==> src/rtl/fs_rx_pkg.sv <==
// Shared constants, state encoding and width helper for the FS word receiver.
package fs_rx_pkg;

  localparam int FS_WORD_WIDTH = 32;
  localparam int FS_CNT_W      = $clog2(FS_WORD_WIDTH + 2);

  typedef enum logic [1:0] {
    IDLE    = 2'd0,
    SHIFT   = 2'd1,
    LATCHED = 2'd2
  } fsRxState_t;

  // Counter must hold 0..width+1 so an over-length frame stays distinguishable.
  function automatic int fsCntWidth(input int width);
    return $clog2(width + 2);
  endfunction

endpackage

==> src/rtl/fs_rx_sync_filter.sv <==
// 2-flop synchronizer, optional run-length glitch filter (FS_RX_GLITCH_FILTER_EN)
// and previous-value register producing an aligned level and rise pulse.
module fs_rx_sync_filter #(
  parameter int FILTER_LEN = 3
) (
  input  logic clkIN,
  input  logic nResetIN,
  input  logic sigIN,
  output logic levelOUT,
  output logic riseOUT
);

  logic sync1;
  logic sync2;
  logic cond;

  if (FILTER_LEN < 1) begin : gBadLen
    $error("FILTER_LEN must be at least 1");
  end

  always_ff @(posedge clkIN or negedge nResetIN) begin
    if (!nResetIN) begin
      sync1 <= 1'b0;
      sync2 <= 1'b0;
    end else begin
      sync1 <= sigIN;
      sync2 <= sync1;
    end
  end

`ifdef FS_RX_GLITCH_FILTER_EN
  localparam int FcW = (FILTER_LEN > 1) ? $clog2(FILTER_LEN) : 1;

  logic [FcW-1:0] runCnt;
  logic           filt;

  // The FILTER_LEN-th consecutive differing sample commits the new level.
  always_ff @(posedge clkIN or negedge nResetIN) begin
    if (!nResetIN) begin
      runCnt <= '0;
      filt   <= 1'b0;
    end else if (sync2 == filt) begin
      runCnt <= '0;
    end else if (runCnt == FcW'(FILTER_LEN - 1)) begin
      runCnt <= '0;
      filt   <= sync2;
    end else begin
      runCnt <= runCnt + 1'b1;
    end
  end

  assign cond = filt;
`else
  assign cond = sync2;
`endif

  // levelOUT doubles as the previous-value register, keeping level and rise aligned.
  always_ff @(posedge clkIN or negedge nResetIN) begin
    if (!nResetIN) begin
      levelOUT <= 1'b0;
      riseOUT  <= 1'b0;
    end else begin
      levelOUT <= cond;
      riseOUT  <= cond & ~levelOUT;
    end
  end

endmodule

==> src/rtl/fs_word_receiver.sv <==
// Serial CLK/DATA/LE word receiver: LSB-first shift, length check on LE rise.
// Optional input glitch filter enabled by defining FS_RX_GLITCH_FILTER_EN.
module fs_word_receiver
  import fs_rx_pkg::*;
#(
  parameter int WIDTH      = FS_WORD_WIDTH,
  parameter int FILTER_LEN = 3
) (
  input  logic             clkIN,
  input  logic             nResetIN,
  input  logic             fsClkIN,
  input  logic             fsDataIN,
  input  logic             fsLeIN,
  output logic [WIDTH-1:0] dataOUT,
  output logic             validOUT,
  output logic             errOUT,
  output logic             busyOUT
);

  localparam int CntW = fsCntWidth(WIDTH);
  localparam logic [CntW-1:0] CntFull = CntW'(WIDTH);
  localparam logic [CntW-1:0] CntSat  = CntW'(WIDTH + 1);

  logic unusedClkLvl;
  logic unusedDatRise;
  logic clkRise;
  logic datLvl;
  logic leLvl;
  logic leRise;

  fs_rx_sync_filter #(.FILTER_LEN(FILTER_LEN)) uClk (
    .clkIN(clkIN), .nResetIN(nResetIN), .sigIN(fsClkIN),
    .levelOUT(unusedClkLvl), .riseOUT(clkRise)
  );

  fs_rx_sync_filter #(.FILTER_LEN(FILTER_LEN)) uData (
    .clkIN(clkIN), .nResetIN(nResetIN), .sigIN(fsDataIN),
    .levelOUT(datLvl), .riseOUT(unusedDatRise)
  );

  fs_rx_sync_filter #(.FILTER_LEN(FILTER_LEN)) uLe (
    .clkIN(clkIN), .nResetIN(nResetIN), .sigIN(fsLeIN),
    .levelOUT(leLvl), .riseOUT(leRise)
  );

  fsRxState_t       state;
  fsRxState_t       nextState;
  logic [CntW-1:0]  cnt;
  logic [CntW-1:0]  cntPost;
  logic [WIDTH-1:0] shreg;
  logic [WIDTH-1:0] shregPost;
  logic             shiftEn;
  logic             validNext;
  logic             errNext;

  // A clock edge coinciding with the LE edge still shifts; the length check sees it.
  assign shiftEn   = clkRise & (~leLvl | leRise);
  assign shregPost = shiftEn ? {datLvl, shreg[WIDTH-1:1]} : shreg;

  always_comb begin
    cntPost = cnt;
    if (shiftEn && (cnt != CntSat)) begin
      cntPost = cnt + 1'b1;
    end
  end

  always_ff @(posedge clkIN or negedge nResetIN) begin
    if (!nResetIN) begin
      state <= IDLE;
    end else begin
      state <= nextState;
    end
  end

  always_comb begin
    nextState = state;
    case (state)
      IDLE: begin
        if (leRise) begin
          nextState = LATCHED;
        end else if (shiftEn) begin
          nextState = SHIFT;
        end
      end
      SHIFT: begin
        if (leRise) begin
          nextState = LATCHED;
        end
      end
      LATCHED: begin
        if (!leLvl) begin
          nextState = shiftEn ? SHIFT : IDLE;
        end
      end
      default: nextState = IDLE;
    endcase
  end

  always_comb begin
    validNext = 1'b0;
    errNext   = 1'b0;
    if (leRise && (state != LATCHED)) begin
      validNext = (cntPost == CntFull);
      errNext   = (cntPost != '0) && (cntPost != CntFull);
    end
  end

  // Shift register carries no reset: it is only published after WIDTH fresh bits.
  always_ff @(posedge clkIN) begin
    shreg <= shregPost;
  end

  always_ff @(posedge clkIN or negedge nResetIN) begin
    if (!nResetIN) begin
      cnt      <= '0;
      dataOUT  <= '0;
      validOUT <= 1'b0;
      errOUT   <= 1'b0;
    end else begin
      cnt      <= leRise ? '0 : cntPost;
      validOUT <= validNext;
      errOUT   <= errNext;
      if (validNext) begin
        dataOUT <= shregPost;
      end
    end
  end

  assign busyOUT = (cnt != '0) & ~leLvl;

endmodule

==> config.mk <==
export PLATFORM = sky130hd
export DESIGN_NAME = fs_word_receiver
export DESIGN_NICKNAME = d
export VERILOG_FILES = /design/src/rtl/fs_rx_pkg.sv /design/src/rtl/fs_rx_sync_filter.sv /design/src/rtl/fs_word_receiver.sv
export SDC_FILE = /design/constraint.sdc
export NUM_CORES = 1
export LEC_CHECK = 0
export CORE_MARGIN = 5
export CORE_UTILIZATION = 40
export CTS_CLUSTER_SIZE = 14
export DETAILED_ROUTE_END_ITERATION = 8
export HOLD_SLACK_MARGIN = 0.08
export PLACE_DENSITY = 0.66
export SETUP_SLACK_MARGIN = 0.02
export SYNTH_ARGS = -nofsm -noshare
export SYNTH_HDL_FRONTEND = slang
export SYNTH_SLANG_ARGS = --single-unit
==> constraint.sdc <==
create_clock -name clkIN -period 2.7 [get_ports clkIN]
set_input_delay 0.675 -clock clkIN [delete_from_list [all_inputs] [get_ports clkIN]]
set_output_delay 0.675 -clock clkIN [all_outputs]
set_load 0.005 [all_outputs]
Word level (Yosys, flattened, before mapping):

Cells that the tools add are included.

* input bits: 5
* output and inout port bits: 35
* register bits after elaboration: 85

* reductions and logical operators: 7
* muxes and demuxes: 11
* bitwise operators: 7
* eq/ne operators: 9
* $add $sub $neg: 1

Operators with widths (number)
* 2-to-1 mux 32 bit: 1
* 2-to-1 mux 6 bit: 2
* != test 6 bit, second input constant: 2
* nonzero test 6 bit: 2
* 2-to-1 mux 2 bit: 4
* adder 6 x 1 -> 6 bit, second input constant: 1
* equality test 6 bit, second input constant: 1
* case mux 2 bit (3 select lines): 1
* AND 1 bit: 4
* != test 2 bit, second input constant: 2
* logical AND 1 bit: 3
* 2-to-1 mux 1 bit: 3
* != test 3 x 2 -> 1 bit, second input constant: 1
* AND reduction 3 bit: 1
* equality test 2 x 1 -> 1 bit, second input constant: 1
* equality test 2 bit, second input constant: 1
* zero test 2 bit: 1
* != test 2 x 1 -> 1 bit, second input constant: 1
* inverter 1 bit: 2
* OR 1 bit: 1

Longest topological paths before layout:

* depth after elaboration: 8
* mapped depth: 7

By module:

A second synthesis with hierarchy kept.

* cells, all modules: 286
* area total of the unflattened synthesis: 3347.0 µm²

By module, submodules not included
* fs_word_receiver: instances 1, cells an instance 271, area an instance 3005.4 µm²
* fs_rx_sync_filter: instances 3, cells an instance 5, area an instance 113.9 µm²

Worst setup path before layout:

OpenSTA, ideal clock, no wires.

* kind: reg2reg
* start: register cnt[1]
* end: register dataOUT[10]
* data arrival time: 1954 ps
* buffers on the path: 1
* clock period less this slack: 2079 ps
* stages on the path, launching flop included: 8
* path slack: 621 ps
* path through: dfrtp_1 inv_1 ha_1 a311o_2 mux2_4 nand4b_4 buf_12 mux2_4

* word-level cells in the longest chain between the ends: 5
* elaborated cells on any way between the ends: 6
* classes of those cells: add/sub (1); eq/ne (2); mux (2); reduce/logical (1)

RTL lines
* start, declared: RTL line fs_word_receiver.sv:48 `logic [CntW-1:0] cnt;`
* start signal, assigned: RTL line fs_word_receiver.sv:120 `cnt <= leRise ? '0 : cntPost;`
* branches (longest 2 deep; another with adder 6 x 1 -> 6 bit)
* 2-to-1 mux 6 bit *: RTL line fs_word_receiver.sv:62 `if (shiftEn && (cnt != CntSat)) begin`
* equality test 6 bit *: RTL line fs_word_receiver.sv:103 `validNext = (cntPost == CntFull);`
* 2-to-1 mux 1 bit *: RTL line fs_word_receiver.sv:102 `if (leRise && (state != LATCHED)) begin`
* end signal, assigned: RTL line fs_word_receiver.sv:124 `dataOUT <= shregPost;`
* end, declared: RTL line fs_word_receiver.sv:14 `output logic [WIDTH-1:0] dataOUT,`

Every way passes the cells marked *.
A chain may end at the register's enable or synchronous reset.

Worst setup path after layout:

* start: register cnt[0]
* end: output port busyOUT

* word-level cells in the longest chain between the ends: 2

RTL lines
* nonzero test 6 bit: RTL line fs_word_receiver.sv:129 `assign busyOUT = (cnt != '0) & ~leLvl;`
* AND 1 bit: RTL line fs_word_receiver.sv:129
* end, declared: RTL line fs_word_receiver.sv:17 `output logic busyOUT`

Every way passes these cells.

==> results.toml <==
[routing]
drt_first_pass_iters = 4
vias = 1759
drt_iter0_markers = 47
remaining_drc_errors = 0
wl_um = 5420
drtAntennaViolNets = 0
wl_per_cell_um = 14.4
vias_per_cell = 4.67

[pwr]
p_switching_uw = 601
leakagePower_uw = 0.00189
cellPowerDensity_nw_per_um2 = 671
combPwrFrac_pct = 7.8
clockPowerShare_pct = 39.7
p_seq_share_pct = 52.5
swShare_pct = 22.4
peakVddDrop_mv = 0.367
intPower_uw = 2080
design_power_total_uw = 2680

[cts]
htree_levels = 3
cts-resized-gates = 0
cts_setup_buffers = 0
cts_root_buffer = "clkbuf_8"
cts_buffers = 9
cts_tree = "done"
clkLatencyLatePin_ps = 350
cts_hold_buf = 0
clkTransAtPathRegs_ps = 80
cts_sinks = 85
clock_path_buffers = 2

[grt]
grt-ovfl-total = 0
grt_pass1_vias = 1867
antenna_found_initial = 0
grt_max_degree = 34
grt_pass1_wl_um = 9330
track_usage_pct = 11.8

[final_layout]
fillers = 682
area_growth_pct = 20.8
drive_gt1_share_pct = 34.6
num_antenna_cells = 0
mostFrequentLayoutCell = "dfrtp_1"
finalInstanceArea_sq_um = 4000
mostFrequentLayoutCells = "dfrtp_1 (53), clkdlybuf4s50_1 (38), mux2_2 (35)"
nets = 275

[placement]
place_congestion = 0.787
dpl_cell_area_sq_um = 3760
place_ws_ps = 365
io_buffers = 39
hpwl_um = 3630

[floorplan]
die_area_sq_um = 10200
start_util_pct = 40.7
die_x_um = 101
core_sq_um = 8130
rows = 33
ios = 40
die_y_um = 101

[run_status]
status = "complete, no violations"

[synthesis]
ys_ff_latch = 85
synthCells = 220
yosys_warnings = 0
yosys.cell_types.count = 34
ys_seq_area_share_pct = 59.4
synth.avg_cell_area_sq_um = 15.0
synth_fp_nets = 228
netlist_area_sq_um = 3310

[sta]
timing.final.ws_setup_ps = 153
timing.fmax_mhz = 393
fin_crit_ps = 2550
skew_ps = 7.45
whs_ps = 247
period_share_pct = 94.3
setup_tns_ps = 0
hold_viol = 0
worst_pin_slew_ps = 415
relSlewSlack_pct = 72.3
rsz0062_at_grt = "false"
setup_viol = 0
slew_violations = 0

[critical_path]
worstPathRequired_ps = 2030
start_kind = "register"
cp.arrival_ps = 1870
crit_type = "reg -> out"
cp-end-kind = "output port"
path_max_fanout = 6
rr_worst_depth = 7

[flow_run]
cap_viol_max_count = 0

[worst_hold_path]
worst_hold_path_type = "in -> async"
==> layer usage <==
| metal | wire, um | track usage [%] | up-vias | part of all wire (%) |
|---|---|---|---|---|
| met4 | 121 | 6.44 | 0 | 2.2 |
| met1 | 2620 | 16.4 | 860 | 48 |
| met2 | 2450 | 16.8 | 34 | 45 |
| li1 | - | - | 855 | - |
| met5 | 0 | 0 | - | 0 |
| met3 | 227 | 2.98 | 10 | 4.2 |
==> cell usage after synthesis <==
| master | instances | area (sq um) |
|---|---|---|
| a21boi_0 | 1 | 7.51 |
| a21oi_1 | 3 | 15.0 |
| a311o_2 | 1 | 11.3 |
| a31o_2 | 1 | 8.76 |
| a31oi_1 | 1 | 6.26 |
| and3b_1 | 1 | 8.76 |
| buf_12 | 3 | 60.1 |
| buf_2 | 1 | 5.00 |
| buf_4 | 3 | 22.5 |
| buf_6 | 2 | 22.5 |
| dfrtp_1 | 53 | 1330 |
| dfxtp_1 | 32 | 641 |
| ha_1 | 3 | 37.5 |
| inv_1 | 8 | 30.0 |
| mux2_2 | 35 | 394 |
| mux2_4 | 30 | 450 |
| mux2i_1 | 1 | 10.0 |
| nand2_1 | 6 | 22.5 |
| nand2b_1 | 1 | 6.26 |
| nand3_1 | 4 | 20.0 |
| nand4_1 | 1 | 6.26 |
| nand4_2 | 1 | 12.5 |
| nand4b_4 | 1 | 23.8 |
| nor2_1 | 10 | 37.5 |
| nor2b_1 | 3 | 18.8 |
| nor2b_2 | 1 | 8.76 |
| nor3_1 | 2 | 10.0 |
| nor3_2 | 1 | 10.0 |
| nor3b_1 | 1 | 7.51 |
| nor4_1 | 1 | 6.26 |
| nor4_2 | 1 | 12.5 |
| o21ai_0 | 2 | 10.0 |
| or3_1 | 1 | 6.26 |
| xnor2_1 | 4 | 35.0 |
==> logic make-up (layout without fill, tap and decap cells) <==
group | Yosys count | in the layout | share of synthesized area, %
adder cells (fa/ha/maj) | 3 | 3 | 1.13
buffers and inverters | 17 | 69 | 4.23
flip-flops | 85 | 85 | 59.4
AND/OR/NAND/NOR | 36 | 36 | 6.58
XOR/XNOR | 4 | 4 | 1.06
multiplexers | 66 | 66 | 25.8
AO/OA/AOI/OAI | 9 | 9 | 1.78
==> sequential cells by signal, summed over array words and instances, names as in the netlist <==
name            flops
shreg              32
uLe.riseOUT         1
uClk.cond           1
uLe.sync1           1
uLe.levelOUT        1
uClk.levelOUT       1
errOUT              1
uClk.sync1          1
cnt                 6
uData.cond          1
state               2
uLe.cond            1
validOUT            1
uClk.riseOUT        1
dataOUT            32
uData.levelOUT      1
uData.sync1         1
==> area by class of cell <==
type	instances	area [sq um]	share of cell area, %
multi-input combinational	118	1200	30.1
inverter	8	30.0	0.751
clock inverter	6	109	2.72
timing repair buffer	45	430	10.8
tap	105	131	3.29
sequential	85	1970	49.2
clock buffer	10	128	3.19
==> power by group through the flow <==
| stage | clock network, uW | logic [uW] | registers [uW] |
|---|---|---|---|
| 2_1_floorplan | 0 | 156 | 1420 |
| 3_3_place_gp | 0 | 205 | 1430 |
| 3_5_place_dp | 0 | 214 | 1440 |
| 4_1_cts | 1090 | 215 | 1410 |
| 5_1_grt | 1150 | 241 | 1420 |
| 6_report | 1070 | 210 | 1410 |
==> stage by stage <==
step | util, % | std cells
3_3_place_gp | 46.3 | 361
4_1_cts | 49.2 | 377
2_1_floorplan | - | 220
5_1_grt | 49.2 | 377
6_report | 49.2 | 377
3_5_place_dp | 46.3 | 361
==> critical path, stage by stage (launching register included) <==
cell             delay (ps)
dfrtp_1                 450
inv_1                   110
ha_1                    210
a31oi_1                 200
clkdlybuf4s50_1         550
==> worst paths after layout <==
path | startpoint | endpoint | slack [ps]
min | nResetIN | errOUT | 250
max reg2reg | cnt[1] | dataOUT[1] | 350
min reg2reg | uLe.sync1 | uLe.cond | 350
min in group clkIN | uLe.sync1 | uLe.cond | 350
max | cnt[0] | busyOUT | 150
max in group asynchronous | nResetIN | dataOUT[1] | 1820
Power figures use the tool's default switching activity.
==> variant 1: new RTL, same flow settings <==
`FS_WORD_WIDTH`: 32 -> 16.
--- a/src/rtl/fs_rx_pkg.sv
+++ b/src/rtl/fs_rx_pkg.sv
@@ -2,5 +2,5 @@
 package fs_rx_pkg;
 
-  localparam int FS_WORD_WIDTH = 32;
+  localparam int FS_WORD_WIDTH = 16;
   localparam int FS_CNT_W      = $clog2(FS_WORD_WIDTH + 2);
 
Interface: changed (resized dataOUT); port bits go from 40 to 24. The function was not compared with the original's and may differ.
==> variant 1 against the original RTL <==
  * Sequential cell count shrank 33
  * Non-clock buffer count shrank 18
  * Power fell by 45%
  * Combinational power decreased by 27%
  * Sequential power down 38%
  * Clock skew decreased by 0.0024 ns
  * Routed wire length down 38%
  * Highest routed layer unchanged
  * Area after synthesis down 39%
  * Setup slack better by 0.15 ns
  * Design area is 40% lower
==> variant 1: results (changes against the original RTL) <==
Synth
  • Post-Syn Nets: 185 (was 228)
  • Cell types with the highest counts after synthesis: nand2_1, dfrtp_1, dfxtp_1 (was dfrtp_1, mux2_2, dfxtp_1)
  • Number of standard cells after synthesis: 177 (was 220)
  • Cell types with the largest area share after synthesis: dfrtp_1, dfxtp_1, nand2_1, mux2_4, mux2_2 (was dfrtp_1, dfxtp_1, mux2_4, mux2_2, buf_12)
  • Netlist cell types: 36 (was 34)
  • Async set or reset register ratio after synthesis: 69.23% (was 62.35%)
  • Register area share after synthesis: 60.32% (was 59.41%)

Finish
  • Registers with the most flip-flops: dataOUT x16, shreg x16, cnt x5 (was dataOUT x32, shreg x32, cnt x6)
  • Fraction of final layout cells with drive strength greater than 1: 14.63% (was 34.56%)
  • Net count of the finished layout: 212 (was 275)
  • Fillcell total: 445 (was 682)

Placed design
  • Routability cong.: 0.8964 (was 0.7874)
  • Detailed-placement wirelength estimate: 2222 um (was 3630 um)
  • Number of I/O port buffers: 23 (was 39)
  • Cell count after placement: 264 (was 361)

Pwr
  • Leakage Power: 1.111 nW (was 1.886 nW)

Setup path
  • Critical path data arrival time: 1.72 ns (was 1.87 ns)
  • Max Fanout on Critical Path: 5 (was 6)
  • CP max stage delay: 0.52 ns (was 0.55 ns)
  • Logic depth of the worst register-to-register path: 8 (was 7)

CTS
  • H-tree depth: 2 (was 3)
  • Worst skew pair latency: 0.30 ns (was 0.35 ns)
  • CTS buffer count: 5 (was 9)

Worst hold path
  • Worst min-delay path category: flip-flop to flip-flop (was input port to asynchronous set/reset pin)

Drt
  • Number of iterations in the first detailed-routing pass: 4 (unchanged)
  • Number of vias in the routed layout: 1279 (was 1759)
  • Wirelength per Cell: 12.44 um (was 14.38 um)
  • Number of violations reported at the end of detailed-routing iteration 0: 171 (was 47)

Status
  • Status: finished clean (unchanged)

Global routing
  • Overall routing resource usage: 12.06% (was 11.80%)
  • Pin count of the biggest net entering global routing: 37 (was 34)
[variant 1: cell types whose count changed in the layout (fill, tap and decap cells not counted), sizes merged, moves of 3 or more]
| cell | change |
|---|---|
| mux2 | -49 |
| nand2 | +46 |
| dfrtp | -17 |
| dfxtp | -16 |
| clkdlybuf4s50 | -15 |
| nand3 | -4 |
| buf | -3 |
| bufinv | -3 |
| clkbuf | -3 |
| inv | -3 |
| nor3 | -3 |
[variant 1: area by class of cell]
| cell class | instances | area share, % |
|---|---|---|
| repair buffers | 27 | 10.83 |
| clock buffers | 7 | 3.594 |
| inverters | 6 | 0.9375 |
| clock inverters | 1 | 0.3125 |
| well taps | 67 | 3.490 |
| multi-input cells | 112 | 30.00 |
| flip-flops and latches | 52 | 50.83 |
[variant 1: power by group]
group | total, mW | internal, mW | switching, mW
combinational | 0.153 | 0.0660 | 0.0867
clock | 0.447 | 0.208 | 0.239
sequential | 0.871 | 0.835 | 0.0360
total | 1.47 | 1.11 | 0.361
[variant 1: cells by family after synthesis]
family	Yosys count	share of synthesized area, %
simple gates	74	16.19
flops	52	60.32
buf+inv	13	4.079
fa+ha+maj	3	1.854
compound gates	14	4.698
xor+xnor	3	1.298
mux	18	11.56
[variant 1: metrics by stage]
step	hold slack [ns]	cell area, sq um	setup slack, ns	utilization [%]	total power [mW]
floorplan	0.3312	2024	0.6793	-	0.9841
global placement	0.3316	2308	0.5483	47.92	1.037
detailed placement	0.3396	2308	0.4802	47.92	1.043
CTS	0.3607	2402	0.2816	49.87	1.495
global route	0.3657	2402	0.1804	49.87	1.559
finish	0.3556	2402	0.3028	49.87	1.471
[variant 1: worst paths after layout]
| check | startpoint | to | slack (ns) |
|---|---|---|---|
| max | cnt[0]$_DFF_PN0_ | busyOUT | 0.30 |
| min | uLe.sync1$_DFF_PN0_ | uLe.cond$_DFF_PN0_ | 0.36 |
| max reg2reg | cnt[1]$_DFF_PN0_ | dataOUT[6]$_DFFE_PN0P_ | 0.45 |
| min reg2reg | uLe.sync1$_DFF_PN0_ | uLe.cond$_DFF_PN0_ | 0.36 |
| max in group asynchronous | nResetIN | state[1]$_DFFE_PN0P_ | 1.60 |
| min in group asynchronous | nResetIN | dataOUT[5]$_DFFE_PN0P_ | 0.79 |
[variant 1: layer usage]
metal | up-vias | track usage [%] | part of all wire [%]
met2 | 25 | 18.72 | 47
met4 | 0 | 5.743 | 1.5
li1 | 630 | - | -
met5 | - | 0 | 0
met1 | 620 | 15.28 | 48
met3 | 4 | 3.769 | 3.6
==> variant 2: new RTL, same settings <==
Made on the original files. Put one more register stage on the output `dataOUT`, cleared by the reset. The value now appears one clock later. The other outputs are not delayed to match.
--- a/src/rtl/fs_word_receiver.sv
+++ b/src/rtl/fs_word_receiver.sv
@@ -21,4 +21,6 @@
   localparam logic [CntW-1:0] CntFull = CntW'(WIDTH);
   localparam logic [CntW-1:0] CntSat  = CntW'(WIDTH + 1);
+
+  logic [WIDTH-1:0] dataOUT_s0;
 
   logic unusedClkLvl;
@@ -114,5 +116,5 @@
     if (!nResetIN) begin
       cnt      <= '0;
-      dataOUT  <= '0;
+      dataOUT_s0 <= '0;
       validOUT <= 1'b0;
       errOUT   <= 1'b0;
@@ -122,5 +124,5 @@
       errOUT   <= errNext;
       if (validNext) begin
-        dataOUT <= shregPost;
+        dataOUT_s0 <= shregPost;
       end
     end
@@ -129,4 +131,12 @@
   assign busyOUT = (cnt != '0) & ~leLvl;
 
+  always_ff @(posedge clkIN or negedge nResetIN) begin
+    if (!nResetIN) begin
+      dataOUT <= '0;
+    end else begin
+      dataOUT <= dataOUT_s0;
+    end
+  end
+
 endmodule
 
Function: no difference found for any inputs over 10 cycles, from zero or initial values and one cycle with nResetIN low; that may be too few to reach the edited logic, so the function may still have changed.
==> variant 2 against the original RTL <==
  * Combinational power is 20% lower
  * Design area is 29% higher
  * Core utilization is 3.3 points higher
  * Area after synthesis is 23% higher
  * Sequential share of layout area is 4.4 points higher
  * Largest cell class unchanged
  * Power is 56% higher
  * Highest routed layer unchanged
  * Non-clock buffer count is 2 lower
  * Routed wire length is 24% higher
  * Sequential cell count is 32 higher
  * Setup slack worse by 0.033 ns
==> variant 2: results (changes against the original RTL) <==
STA
  • Worst Clk Skew: 0.01003 ns (was 0.007454 ns)

Global routing
  • Met1 GRT Util: 15.01% (was 16.37%)
  • Number of global-route vias before repair: 2403 (was 1867)
  • Met3 layer usage reported by global route: 5.131% (was 2.976%)
  • Overall routing resource usage: 11.90% (was 11.80%)
  • Met2 track utilization from global routing: 17.80% (was 16.81%)

CTS
  • CTS buffer count: 17 (was 9)
  • H-tree depth: 4 (was 3)
  • Clock-pin slew on the worst setup and hold paths: 0.06 ns (was 0.08 ns)

Synth
  • Post-Syn Nets: 321 (was 228)
  • Async set or reset register ratio after synthesis: 72.65% (was 62.35%)
  • XOR/XNOR Fraction of Synth Area: 0.8600% (was 1.058%)
  • Adder-cell share of the synthesized area: 0.9214% (was 1.134%)
  • Share of cell area taken by muxes after synthesis: 11.76% (was 25.81%)
  • Netlist cell types: 38 (was 34)
  • Cell types with the largest area share after synthesis: dfrtp_1, dfxtp_1, mux2_4, nand2_1, buf_12 (was dfrtp_1, dfxtp_1, mux2_4, mux2_2, buf_12)
  • Cell types with the highest counts after synthesis: nand2_1, dfrtp_1, dfxtp_1 (was dfrtp_1, mux2_2, dfxtp_1)

Finish
  • Net count of the finished layout: 370 (was 275)
  • Registers with the most flip-flops: dataOUT x32, dataOUT_s0 x32, shreg x32 (was dataOUT x32, shreg x32, cnt x6)
  • Fraction of final layout cells with drive strength greater than 1: 19.73% (was 34.56%)

Placed design
  • Routability cong.: 0.7860 (was 0.7874)
  • Detailed-placement wirelength estimate: 3874 um (was 3630 um)

Setup path
  • Critical path data arrival time: 1.91 ns (was 1.87 ns)
  • Startpoint of the worst-slack reg-to-reg timing path: cnt[0]$_DFF_PN0_ (was cnt[1]$_DFF_PN0_)
  • CP max stage delay: 0.45 ns (was 0.55 ns)

Status
  • Status: finished clean (unchanged)

Drt
  • Via density per instance: 4.488 (was 4.666)
  • Drt total wl: 6722 um (was 5420 um)
  • Length of routed met2 wiring: 3153 um (was 2453 um)
  • Met1 Wirelength: 3245 um (was 2617 um)
  • Detailed-routed wire length on met3: 247 um (was 227 um)

Pwr
  • Reported net switching power: 922.0 uW (was 601.3 uW)
==> variant 2: changes by cell type in the layout (fill, tap and decap cells not counted), moves of 4 or more <==
cell	before	now
clkbuf_8	9	1
clkinvlp_4	0	4
mux2_2	35	3
dfrtp_1	53	83
nand2_1	6	99
nor2_1	10	6
clkbuf_16	0	16
inv_1	8	4
==> variant 2: metrics by stage <==
stage	hold slack [ns]	instances	cell area (sq um)	setup WS [ns]	utilization, %
after floorplan	0.3312	313	4074	0.4041	-
after global placement	0.3323	476	4586	0.2475	46.49
after detailed placement	0.3371	476	4586	0.1628	46.49
after CTS	0.1252	508	5165	0.03773	52.36
after global routing	0.1467	508	5171	0.06819	52.42
final	0.1161	508	5171	0.1195	52.42
==> variant 2: worst register-to-register path, delay by kind of cell, from the launching register on <==
family,cells,cell delay (ns)
simple gates,2,0.65
flops,1,0.44
mux,1,0.40
buf+inv,1,0.29
fa+ha+maj,1,0.27
compound gates,1,0.18
xor+xnor,1,0.17
==> variant 2: how the worst max path moves through the flow <==
stage / startpoint / end / slack [ns] / cells past startpoint
4_1_cts: cnt[0]$_DFF_PN0_ / busyOUT / 0.04 / 4
3_5_place_dp: cnt[0]$_DFF_PN0_ / dataOUT_s0[0]$_DFFE_PN0P_ / 0.16 / 7
2_1_floorplan: cnt[0]$_DFF_PN0_ / dataOUT_s0[10]$_DFFE_PN0P_ / 0.40 / 8
3_3_place_gp: cnt[0]$_DFF_PN0_ / dataOUT_s0[0]$_DFFE_PN0P_ / 0.25 / 7
5_1_grt: cnt[4]$_DFF_PN0_ / busyOUT / 0.07 / 3
6_report: cnt[4]$_DFF_PN0_ / busyOUT / 0.12 / 3
==> variant 2: layout make-up <==
type,count,area [sq um]
clock inverter,13,157.7
multi-input combinational,179,1197
inverter,4,15.01
clock buffer,19,421.7
fill,807,4693
sequential,117,2770
tap,133,166.4
timing repair buffer,43,442.9
==> variant 2: timing repair <==
item | in CTS | in global routing
endpoints found under the setup margin | 0 | 1
setup buffers | 0 | 0
endpoints found under the hold margin | 0 | 0
gates resized for setup | 0 | 3
==> variant 2: cells by family after synthesis <==
kind of cell / count (synthesis)
simple gates: 127
xor+xnor: 4
mux: 33
fa+ha+maj: 3
compound gates: 12
buf+inv: 17
flops: 117
==> variant 2: power groups by stage <==
stage / clock network [mW] / registers [mW] / logic, mW
2_1_floorplan: 0 / 1.87 / 0.101
3_3_place_gp: 0 / 1.87 / 0.160
6_report: 2.18 / 1.85 / 0.167
4_1_cts: 2.21 / 1.85 / 0.169
5_1_grt: 2.31 / 1.86 / 0.194
3_5_place_dp: 0 / 1.88 / 0.167
